`config.mk`:
```
export PLATFORM = sky130hd
export DESIGN_NAME = key_event_scheduler
export DESIGN_NICKNAME = d
export VERILOG_FILES = /design/src/rtl/key_event_scheduler.sv
export SDC_FILE = /design/constraint.sdc
export NUM_CORES = 1
export LEC_CHECK = 0
export CELL_PAD_IN_SITES_DETAIL_PLACEMENT = 1
export CELL_PAD_IN_SITES_GLOBAL_PLACEMENT = 1
export CORE_MARGIN = 5
export CORE_UTILIZATION = 35
export DETAILED_ROUTE_END_ITERATION = 8
export PLACE_DENSITY = 0.65
export REMOVE_ABC_BUFFERS = 1
export SETUP_SLACK_MARGIN = 0.02
export SYNTH_ARGS = -nofsm -noshare
export SYNTH_HDL_FRONTEND = slang
export SYNTH_SLANG_ARGS = --single-unit
export TNS_END_PERCENT = 30
```
`constraint.sdc`:
```
create_clock -name clock -period 3.15 [get_ports clock]
set_clock_uncertainty 0.1 [all_clocks]
set_input_delay 0.63 -clock clock [delete_from_list [all_inputs] [get_ports clock]]
set_output_delay 0.63 -clock clock [all_outputs]
set_load 0.02 [all_outputs]
```
`src/rtl/key_event_scheduler.sv`:
```
// Key event scheduler: FIFO-buffers key events and offers each one to the
// enabled PS/2 and HID sinks, retiring it once all have accepted or a timeout expires.
//
//   state     | meaning
//   ----------+-----------------------------------------------------------
//   ST_IDLE   | waiting for a buffered event and at least one enabled sink
//   ST_LOAD   | copy FIFO head to both sinks, latch pending bits, clear timer
//   ST_SEND   | handshaking with pending sinks, timer running
//   ST_RETIRE | pop the head entry
module key_event_scheduler #(
    parameter int DEPTH   = 8,
    parameter int PTR_W   = 3,
    parameter int TIMEOUT = 50000,
    parameter int TO_W    = 16
) (
    input  logic             clock,
    input  logic             reset,
    input  logic [7:0]       key_event,
    input  logic             on_event,
    input  logic             ps2_en,
    input  logic             hid_en,
    output logic [7:0]       ps2_data,
    output logic             ps2_valid,
    input  logic             ps2_ready,
    output logic [7:0]       hid_data,
    output logic             hid_valid,
    input  logic             hid_ready,
    input  logic             clear_status,
    output logic [PTR_W:0]   fifo_count,
    output logic             overflow,
    output logic             timeout_ps2,
    output logic             timeout_hid,
    output logic             busy
);

    localparam logic [1:0] ST_IDLE   = 2'd0;
    localparam logic [1:0] ST_LOAD   = 2'd1;
    localparam logic [1:0] ST_SEND   = 2'd2;
    localparam logic [1:0] ST_RETIRE = 2'd3;

    localparam logic [PTR_W-1:0] PTR_ONE  = 1;
    localparam logic [PTR_W:0]   CNT_ONE  = 1;
    localparam logic [PTR_W:0]   CNT_FULL = (PTR_W+1)'(DEPTH);
    localparam logic [TO_W-1:0]  TO_ONE   = 1;
    localparam logic [TO_W-1:0]  TO_LAST  = TO_W'(TIMEOUT - 1);

    logic [7:0]       mem_q [DEPTH];
    logic [7:0]       mem_d [DEPTH];
    logic [PTR_W-1:0] wr_ptr_q, wr_ptr_d;
    logic [PTR_W-1:0] rd_ptr_q, rd_ptr_d;
    logic [PTR_W:0]   count_q, count_d;
    logic [1:0]       state_q, state_d;
    logic             pend_ps2_q, pend_ps2_d;
    logic             pend_hid_q, pend_hid_d;
    logic [TO_W-1:0]  timer_q, timer_d;
    logic [7:0]       ps2_data_q, ps2_data_d;
    logic [7:0]       hid_data_q, hid_data_d;
    logic             overflow_q, overflow_d;
    logic             to_ps2_q, to_ps2_d;
    logic             to_hid_q, to_hid_d;

    logic pop;
    logic push_ok;
    logic keep_ps2;
    logic keep_hid;
    logic set_to_ps2;
    logic set_to_hid;

    // A pop at the same edge frees a slot, so a full FIFO can still accept.
    always_comb begin
        pop     = (state_q == ST_RETIRE);
        push_ok = on_event && ((count_q != CNT_FULL) || pop);

        mem_d = mem_q;
        if (push_ok) begin
            mem_d[wr_ptr_q] = key_event;
        end
        wr_ptr_d = push_ok ? (wr_ptr_q + PTR_ONE) : wr_ptr_q;
        rd_ptr_d = pop ? (rd_ptr_q + PTR_ONE) : rd_ptr_q;

        count_d = count_q;
        if (push_ok && !pop) begin
            count_d = count_q + CNT_ONE;
        end else if (!push_ok && pop) begin
            count_d = count_q - CNT_ONE;
        end
    end

    // A sink stays pending only if it did not accept and is still enabled.
    always_comb begin
        keep_ps2   = pend_ps2_q && !ps2_ready && ps2_en;
        keep_hid   = pend_hid_q && !hid_ready && hid_en;
        state_d    = state_q;
        pend_ps2_d = pend_ps2_q;
        pend_hid_d = pend_hid_q;
        timer_d    = timer_q;
        ps2_data_d = ps2_data_q;
        hid_data_d = hid_data_q;
        set_to_ps2 = 1'b0;
        set_to_hid = 1'b0;

        case (state_q)
            ST_IDLE: begin
                if ((count_q != '0) && (ps2_en || hid_en)) begin
                    state_d = ST_LOAD;
                end
            end
            ST_LOAD: begin
                ps2_data_d = mem_q[rd_ptr_q];
                hid_data_d = mem_q[rd_ptr_q];
                pend_ps2_d = ps2_en;
                pend_hid_d = hid_en;
                timer_d    = '0;
                state_d    = ST_SEND;
            end
            ST_SEND: begin
                timer_d    = timer_q + TO_ONE;
                pend_ps2_d = keep_ps2;
                pend_hid_d = keep_hid;
                if (timer_q == TO_LAST) begin
                    set_to_ps2 = keep_ps2;
                    set_to_hid = keep_hid;
                    pend_ps2_d = 1'b0;
                    pend_hid_d = 1'b0;
                    state_d    = ST_RETIRE;
                end else if (!keep_ps2 && !keep_hid) begin
                    state_d = ST_RETIRE;
                end
            end
            default: begin
                pend_ps2_d = 1'b0;
                pend_hid_d = 1'b0;
                state_d    = ST_IDLE;
            end
        endcase

        overflow_d = (overflow_q && !clear_status) || (on_event && !push_ok);
        to_ps2_d   = (to_ps2_q && !clear_status) || set_to_ps2;
        to_hid_d   = (to_hid_q && !clear_status) || set_to_hid;
    end

    always_ff @(posedge clock) begin
        if (reset) begin
            for (int i = 0; i < DEPTH; i++) begin
                mem_q[i] <= '0;
            end
            wr_ptr_q   <= '0;
            rd_ptr_q   <= '0;
            count_q    <= '0;
            state_q    <= ST_IDLE;
            pend_ps2_q <= 1'b0;
            pend_hid_q <= 1'b0;
            timer_q    <= '0;
            ps2_data_q <= '0;
            hid_data_q <= '0;
            overflow_q <= 1'b0;
            to_ps2_q   <= 1'b0;
            to_hid_q   <= 1'b0;
        end else begin
            mem_q      <= mem_d;
            wr_ptr_q   <= wr_ptr_d;
            rd_ptr_q   <= rd_ptr_d;
            count_q    <= count_d;
            state_q    <= state_d;
            pend_ps2_q <= pend_ps2_d;
            pend_hid_q <= pend_hid_d;
            timer_q    <= timer_d;
            ps2_data_q <= ps2_data_d;
            hid_data_q <= hid_data_d;
            overflow_q <= overflow_d;
            to_ps2_q   <= to_ps2_d;
            to_hid_q   <= to_hid_d;
        end
    end

    assign ps2_data    = ps2_data_q;
    assign hid_data    = hid_data_q;
    assign ps2_valid   = (state_q == ST_SEND) && pend_ps2_q;
    assign hid_valid   = (state_q == ST_SEND) && pend_hid_q;
    assign fifo_count  = count_q;
    assign overflow    = overflow_q;
    assign timeout_ps2 = to_ps2_q;
    assign timeout_hid = to_hid_q;
    assign busy        = (state_q != ST_IDLE) || (count_q != '0);

endmodule

```
==> results of run 1 <==
==> layer usage <==
metal / vias to the layer above / wire [um] / track usage
li1: 1696 / - / -
met1: 1651 / 5200 / 0.174
met2: 42 / 5570 / 0.251
met3: 13 / 434 / 0.0436
met4: 2 / 121 / 0.0352
met5: - / 20 / 0
==> logic make-up after synthesis <==
group	Yosys count	synth area share
AND/OR/NAND/NOR	156	0.149
flip-flops	105	0.424
multiplexers	96	0.235
buffers and inverters	57	0.0563
AO/OA/AOI/OAI	41	0.0783
XOR/XNOR	16	0.0283
adder cells (fa/ha/maj)	11	0.0293
==> cell type report <==
cell class / instances / area, um^2 / area share
Clock buffer: 13 / 250 / 0.0438
Inverter: 10 / 37.5 / 0.00657
Clock inverter: 3 / 25.0 / 0.00438
Timing Repair Buffer: 51 / 493 / 0.0863
Tap cell: 180 / 225 / 0.0394
Multi-Input combinational cell: 320 / 2580 / 0.451
Sequential cell: 105 / 2100 / 0.368
==> power groups by stage <==
stage	Combinational (mW)	Clock (mW)	Sequential, mW
final	1.29	1.07	1.57
after global routing	1.41	1.16	1.60
after CTS	1.31	1.11	1.57
after detailed placement	1.30	0	1.60
after global placement	1.28	0	1.59
after floorplan	0.706	0	1.71
==> cell usage in the layout, fill, tap and decap left out, types with 2 or more instances in the layout <==
cell,count
nor4b_1,2
nand3_1,5
o2bb2ai_1,2
o211ai_1,2
a21oi_1,7
nor2b_1,4
clkdlybuf4s50_1,40
mux2i_1,79
a21o_1,2
ha_1,10
nand4_1,5
a2111o_1,3
nand2_1,12
clkbuf_16,9
a211oi_1,8
xnor2_1,5
nand4b_1,2
nand2b_1,6
o2111ai_4,2
o21ai_0,7
dfxtp_1,105
xor2_1,11
inv_1,9
a22o_1,2
nor2_1,100
a2111oi_4,3
mux4_2,16
and2_1,3
and4_1,5
buf_4,9
clkbuf_1,3
or3_1,5
==> final timing paths <==
kind | from | cells after the start | to
min reg2reg | overflow | 2 | overflow
max reg2reg | state_q[0] | 11 | fifo_count[3]
max | fifo_count[0] | 5 | busy
min | overflow | 2 | overflow
==> critical path, cell delays in order, from the launching register on <==
cell             delay (ps)
dfxtp_1                 400
or3_1                   430
buf_4                   180
nor3b_2                 200
inv_1                    60
clkdlybuf4s50_1         530
==> registers in the layout, summed over array words and instances, names as in the netlist, 2 cells and up <==
name / cells
hid_data: 8
timer_q: 16
state_q: 2
rd_ptr_q: 3
fifo_count: 4
wr_ptr_q: 3
mem_q: 64
==> stage by stage <==
step | utilization | setup slack (ps) | hold WS, ps
floorplan | - | 209 | 353
global placement | 0.391 | 236 | 369
detailed placement | 0.391 | 167 | 382
CTS | 0.411 | 131 | 400
global route | 0.411 | 129 | 425
finish | 0.411 | 273 | 390
==> impl_metrics.py, run 1 <==
metrics = {
    "logic_synthesis": {
        "async_reset_ff_frac": 0,
        "synth.avg_cell_area_um2": 10.3,
        "synth_edf_count": 0,
        "ys_seq_area_frac": 0.424,
        "synthesis.area_um2": 4950,
        "synthTopCellsByCount": "105 x dfxtp_1, 100 x nor2_1, 79 x mux2i_1, 24 x clkbuf_1, 16 x mux4_2",
        "synth_top_area_cell": "dfxtp_1",
        "syn_inst": 482,
        "synth_top_flop_cell": "dfxtp_1",
        "yosysWarnings": 0,
        "yosysTopAreaCellShare": 0.424,
        "synth_cell_types": 47,
        "synth-seq-cells": 105,
        "yosysMostFrequentCell": "dfxtp_1",
        "synth_area_leaders": "dfxtp_1 42%, mux2i_1 16%, nor2_1 7.6%",
    },
    "timing": {
        "setup-tns-final_ps": 0,
        "finalHoldViolCount": 0,
        "tightest_slew_ps": 904,
        "period_minus_slack_ps": 2880,
        "max_freq_mhz": 348,
        "slew_violations": 0,
        "finalSetupViolCount": 0,
        "rsz0062_at_grt": "false",
        "max_slew_margin": 0.398,
        "timing.final.crit_share": 0.913,
    },
    "critical_path": {
        "cp_max_fo": 6,
        "path_class": "register to primary output",
        "crit_arrival_ps": 2150,
        "r2r_slack_ps": 370,
        "worstPathRequired_ps": 2420,
        "critPathLaunchType": "register",
        "end_kind": "primary output",
    },
    "place": {
        "place_area_um2": 5430,
        "port_buffers": 41,
        "place.gp.congestion": 0.722,
        "post-dp-hpwl_mm": 7.47,
        "dp_cells": 666,
    },
    "detailed_routing": {
        "drtIter0Drc": 126,
        "wirelength_mm": 11.4,
        "detail_route.first_pass.iterations": 4,
        "via_per_inst": 4.99,
        "vias": 3404,
        "detail-route-antenna-nets": 0,
        "drc_errors": 0,
        "wl_per_cell_um": 16.6,
    },
    "power": {
        "cell_internal_pwr_mw": 2.59,
        "power.density_nw_per_um2": 689,
        "p_sw_frac": 0.341,
        "ir_drop_uv": 397,
        "clkPwrFrac": 0.271,
        "power.total_mw": 3.93,
        "power.leakage_nw": 2.25,
        "p_sw_mw": 1.34,
        "power_frac_seq": 0.400,
        "p_comb_frac": 0.329,
    },
    "floorplanning": {
        "die_w_um": 129,
        "pin_count": 42,
        "dieArea_um2": 16600,
        "die_h_um": 129,
        "initial_core_util": 0.357,
        "core_area_um2": 13900,
        "rows": 43,
    },
    "grt": {
        "antenna_found_initial": 1,
        "grt_max_degree": 94,
        "grt_pass1_vias": 3679,
        "grt_overflow": 0,
        "grt_first_pass_wirelength_mm": 18.7,
        "grt.total_usage": 0.144,
    },
    "finish": {
        "instances_no_fill": 682,
        "fin_area_um2": 5710,
        "num_antenna_cells": 0,
        "syn_to_final_growth_pct": 15.3,
        "fillCellCount": 1533,
        "final_layout_size_suffix_gt1_frac": 0.0996,
        "final_nets": 524,
    },
    "clocking": {
        "cts_made_buffers": 9,
        "htree_levels": 3,
        "clock_latency_ps": 350,
        "cts-root-buf": "clkbuf_16",
        "ctsHoldBuffers": 0,
        "clock_sinks": 105,
        "postCtsSetupRepairBufs": 0,
        "cts_resized": 0,
        "cts_tree": "built",
        "cts_buffer_depth": 2,
        "clk_transition_reported_paths_ps": 70,
    },
    "job": {
        "cap_violations": 0,
    },
    "min_path": {
        "hp-class": "register to register",
    },
    "outcome": {
        "status": "complete, no violations",
    },
}
Note: power is estimated with default switching activity, not from simulation.
==> inputs of run 2 (changes only) <==
CAP_MARGIN = 20   (was unset)
CELL_PAD_IN_SITES_DETAIL_PLACEMENT = unset   (was 1)
CELL_PAD_IN_SITES_GLOBAL_PLACEMENT = unset   (was 1)
PLACE_DENSITY = 0.54   (was 0.65)
SKIP_LAST_GASP = 1   (was unset)
==> impl_metrics.py, run 2 (synthesis gave the netlist of run 1 again) <==
metrics = {
    "outcome": {
        "status": "complete, no violations",
    },
    "timing": {
        "timing.final.crit_share": 0.961,
        "finalHoldViolCount": 0,
        "layout_setup_ws_ps": 122,
        "tightest_slew_ps": 909,
        "finalSetupViolCount": 0,
        "max_slew_margin": 0.394,
        "rsz0062_at_grt": "false",
        "max_freq_mhz": 330,
        "setup-tns-final_ps": 0,
        "slew_violations": 0,
        "period_minus_slack_ps": 3030,
    },
    "clocking": {
        "cts-root-buf": "clkbuf_16",
        "postCtsSetupRepairBufs": 0,
        "cts_made_buffers": 9,
        "htree_levels": 3,
        "clk_transition_reported_paths_ps": 70,
        "clock_sinks": 105,
        "clock_latency_ps": 350,
        "cts_tree": "built",
        "cts_buffer_depth": 2,
        "cts_resized": 0,
        "ctsHoldBuffers": 0,
    },
    "floorplanning": {
        "initial_core_util": 0.357,
        "core_area_um2": 13900,
        "rows": 43,
        "die_w_um": 129,
        "dieArea_um2": 16600,
        "pin_count": 42,
        "die_h_um": 129,
    },
    "power": {
        "power.leakage_nw": 2.26,
        "ir_drop_uv": 339,
        "power.total_mw": 4.00,
        "power.density_nw_per_um2": 698,
    },
    "critical_path": {
        "worstReg2RegEnd": "fifo_count[3]",
        "r2r_slack_ps": 370,
        "critPathLaunchType": "register",
        "timing.rr.start": "state_q[0]",
        "worstPathRequired_ps": 2420,
        "cp_max_fo": 6,
        "reg2reg_depth": 11,
        "end_kind": "primary output",
        "path_class": "register to primary output",
        "crit_arrival_ps": 2300,
    },
    "detailed_routing": {
        "wl_per_cell_um": 15.5,
        "detail_route.first_pass.iterations": 4,
        "drc_errors": 0,
        "drtIter0Drc": 240,
        "wirelength_mm": 10.6,
        "via_per_inst": 4.96,
        "detail-route-antenna-nets": 0,
        "vias": 3380,
    },
    "finish": {
        "fillCellCount": 1379,
        "num_antenna_cells": 0,
        "final_cell_mix": "105 x dfxtp_1, 100 x nor2_1, 79 x mux2i_1",
        "final_layout_size_suffix_gt1_frac": 0.0996,
        "syn_to_final_growth_pct": 15.8,
        "largest_reg_flops": 64,
        "max_flop_register": "mem_q",
        "instances_no_fill": 682,
        "final_nets": 524,
        "layout_commonest_cell": "dfxtp_1",
    },
    "grt": {
        "grt_pass1_vias": 3498,
        "grt_first_pass_wirelength_mm": 17.9,
        "grt_overflow": 0,
        "grt.total_usage": 0.138,
        "grt_max_degree": 94,
        "antenna_found_initial": 0,
    },
    "min_path": {
        "hp-class": "register to register",
        "min_to": "mem_q[12]",
        "min_path_cells": 2,
        "hp-start": "mem_q[12]",
    },
    "place": {
        "dp_cells": 666,
        "port_buffers": 41,
        "place_ws_ps": 198,
        "place.gp.congestion": 0.715,
        "post-dp-hpwl_mm": 6.93,
    },
    "job": {
        "cap_violations": 0,
    },
}
[run 2: changes by cell type in the layout (fill, tap and decap cells not counted), sizes merged]
| cell | change |
|---|---|
| clkinvlp | -1 |
| inv | +2 |
| clkinv | -1 |
| clkbuf | -1 |
| bufinv | +1 |
[run 2: routing by layer]
metal	track usage	share of wire
met1	0.175	0.46
met2	0.229	0.48
met3	0.0353	0.045
met4	0.0482	0.016
met5	0	0
[run 2: metrics by stage]
stage               utilization  hold WS [ps]  cell area [um^2]
finish                    0.413           393              5730
global route              0.413           419              5730
CTS                       0.413           399              5730
detailed placement        0.391           381              5430
global placement          0.391           368              5430
floorplan                     -           353              4710
[run 2: worst max-delay path by stage]
stage | from | end | slack (ps) | cells past startpoint
global route | fifo_count[0] | busy | 30 | 5
floorplan | fifo_count[0] | fifo_count[3] | 210 | 10
finish | fifo_count[0] | busy | 120 | 5
CTS | fifo_count[0] | busy | 110 | 5
detailed placement | on_event | fifo_count[3] | 200 | 10
global placement | on_event | fifo_count[3] | 240 | 10
[run 2: final cells by class]
type	count	area, um^2	share of cell area
multi-input combinational	320	2570	0.448
sequential	105	2100	0.367
timing repair buffer	51	493	0.0860
clock buffer	12	246	0.0430
tap	180	225	0.0393
clock inverter	4	58.8	0.0103
inverter	10	37.5	0.00655
[run 2: worst max-delay path, cell delays in order, from the launching register on]
cell	delay, ps
dfxtp_1	400
or3_1	430
buf_4	180
nor3b_1	310
inv_1	80
clkdlybuf4s50_1	540
[run 2: power by group]
group          internal (mW)  switching (mW)  total (mW)
Clock                  0.651           0.513        1.16
Combinational          0.570           0.702        1.27
Sequential              1.45           0.118        1.57
Total                   2.67            1.33        4.00
==> inputs of run 3 (changes only) <==
PLACE_DENSITY = unset   (was 0.54)
PLACE_DENSITY_LB_ADDON = 0.08   (was unset)
SKIP_LAST_GASP = unset   (was 1)
==> impl_metrics.py, run 3 (synthesis gave the netlist of run 1 again) <==
metrics = {
    "critical_path": {
        "cp_max_fo": 6,
        "worstPathRequired_ps": 2420,
        "critPathMaxStageDelay_ps": 530,
        "path_buf_inv": 3,
        "path_class": "register to primary output",
        "startpoint": "fifo_count[0]",
        "timing.rr.start": "state_q[0]",
        "critical_path.top_delay_family": "buffers and inverters",
        "end_kind": "primary output",
        "worstReg2RegEnd": "fifo_count[3]",
        "crit_slowest_cell": "clkdlybuf4s50_1",
        "critPathLaunchType": "register",
        "r2r_slack_ps": 340,
        "reg2reg_depth": 11,
        "crit_arrival_ps": 2180,
        "crit_chain": "or3_1 -> buf_4 -> nor3b_2 -> inv_1 -> clkdlybuf4s50_1",
    },
    "detailed_routing": {
        "vias": 3392,
        "detail_route.first_pass.iterations": 4,
        "wl_per_cell_um": 16.0,
        "drtIter0Drc": 179,
        "wirelength_mm": 10.9,
        "detail-route-antenna-nets": 0,
        "via_per_inst": 4.97,
        "drc_errors": 0,
    },
    "grt": {
        "antenna_found_initial": 0,
        "grt_pass1_vias": 3396,
        "grt_overflow": 0,
        "grt_max_degree": 46,
        "grt_first_pass_wirelength_mm": 17.8,
        "grt.total_usage": 0.138,
    },
    "place": {
        "place_ws_ps": 194,
        "post-dp-hpwl_mm": 7.16,
        "place.gp.congestion": 0.716,
        "port_buffers": 41,
    },
    "clocking": {
        "postCtsSetupRepairBufs": 0,
        "cts_made_buffers": 9,
        "clock_latency_ps": 350,
        "cts-root-buf": "clkbuf_16",
        "htree_levels": 3,
        "cts_buffer_depth": 2,
        "clock_sinks": 105,
        "cts_tree": "built",
        "clk_transition_reported_paths_ps": 70,
    },
    "timing": {
        "max_freq_mhz": 344,
        "tightest_slew_ps": 888,
        "timing.final.crit_share": 0.923,
        "finalSetupViolCount": 0,
        "period_minus_slack_ps": 2910,
        "slew_violations": 0,
        "rsz0062_at_grt": "false",
        "setup-tns-final_ps": 0,
        "finalHoldViolCount": 0,
        "max_slew_margin": 0.408,
        "layout_setup_ws_ps": 242,
    },
    "finish": {
        "layout_commonest_cell": "dfxtp_1",
        "largest_reg_flops": 64,
        "regArea_um2": 2100,
        "final_cell_mix": "105 x dfxtp_1, 100 x nor2_1, 79 x mux2i_1",
        "multi_input_area_um2": 2580,
        "syn_to_final_growth_pct": 15.1,
        "final_layout_size_suffix_gt1_frac": 0.104,
        "num_antenna_cells": 0,
        "final_nets": 525,
        "fin_util": 0.411,
        "fillCellCount": 1382,
        "max_flop_register": "mem_q",
    },
    "outcome": {
        "status": "complete, no violations",
    },
    "floorplanning": {
        "core_area_um2": 13900,
        "die_h_um": 129,
        "dieArea_um2": 16600,
        "pin_count": 42,
        "rows": 43,
        "die_w_um": 129,
        "initial_core_util": 0.357,
    },
    "power": {
        "ir_drop_uv": 349,
        "power.leakage_nw": 2.25,
        "power.density_nw_per_um2": 686,
    },
    "min_path": {
        "min_path_cells": 2,
        "hp-class": "register to register",
        "min_to": "overflow",
        "hp-start": "overflow",
    },
    "job": {
        "cap_violations": 0,
    },
}
-- run 3: report_power, final --
part	internal [mW]	switching [mW]	total [mW]
Sequential	1.45	0.114	1.57
Combinational	0.575	0.712	1.29
Clock	0.541	0.517	1.06
-- run 3: tightest hold or removal path, delay by kind of cell, from the launching register on --
family          cells  cell delay (ps)
compound gates      1               50
flops               1              330
simple gates        1               70
-- run 3: metrics by stage --
stage               power [mW]  std cells  hold slack [ps]  cell area [um^2]
floorplan                 2.41        435              353              4710
global placement          2.89        667              369              5420
detailed placement        2.89        667              376              5420
global route              4.15        682              407              5700
CTS                       3.98        682              394              5690
finish                    3.91        682              387              5700
-- run 3: what timing repair did --
action | 4_1_cts | 5_1_grt
hold buffers | 0 | 0
setup endpoints to repair | 0 | 1
gates resized for setup | 0 | 1
-- run 3: how the worst max path moves through the flow --
stage                               end  slack, ps  cells past startpoint
after floorplan           fifo_count[3]        210                     10
after global placement    fifo_count[3]        250                     10
after detailed placement  fifo_count[3]        190                     10
after CTS                          busy        100                      5
after global routing               busy        130                      5
final                              busy        240                      5
-- run 3: layer usage --
layer / part of all wire / GRT usage / vias up / wire length, um
met5: 0 / 0 / - / 0
met4: 0.011 / 0.0371 / 0 / 118
met3: 0.037 / 0.0407 / 10 / 399
met2: 0.50 / 0.236 / 43 / 5410
met1: 0.46 / 0.169 / 1637 / 4980
li1: - / - / 1702 / -
-- run 3: area by class of cell --
cell class / count / share of cell area
clock buffers: 10 / 0.0402
clock inverters: 5 / 0.00724
flip-flops and latches: 105 / 0.369
multi-input cells: 320 / 0.452
well taps: 180 / 0.0395
inverters: 10 / 0.00659
repair buffers: 52 / 0.0856
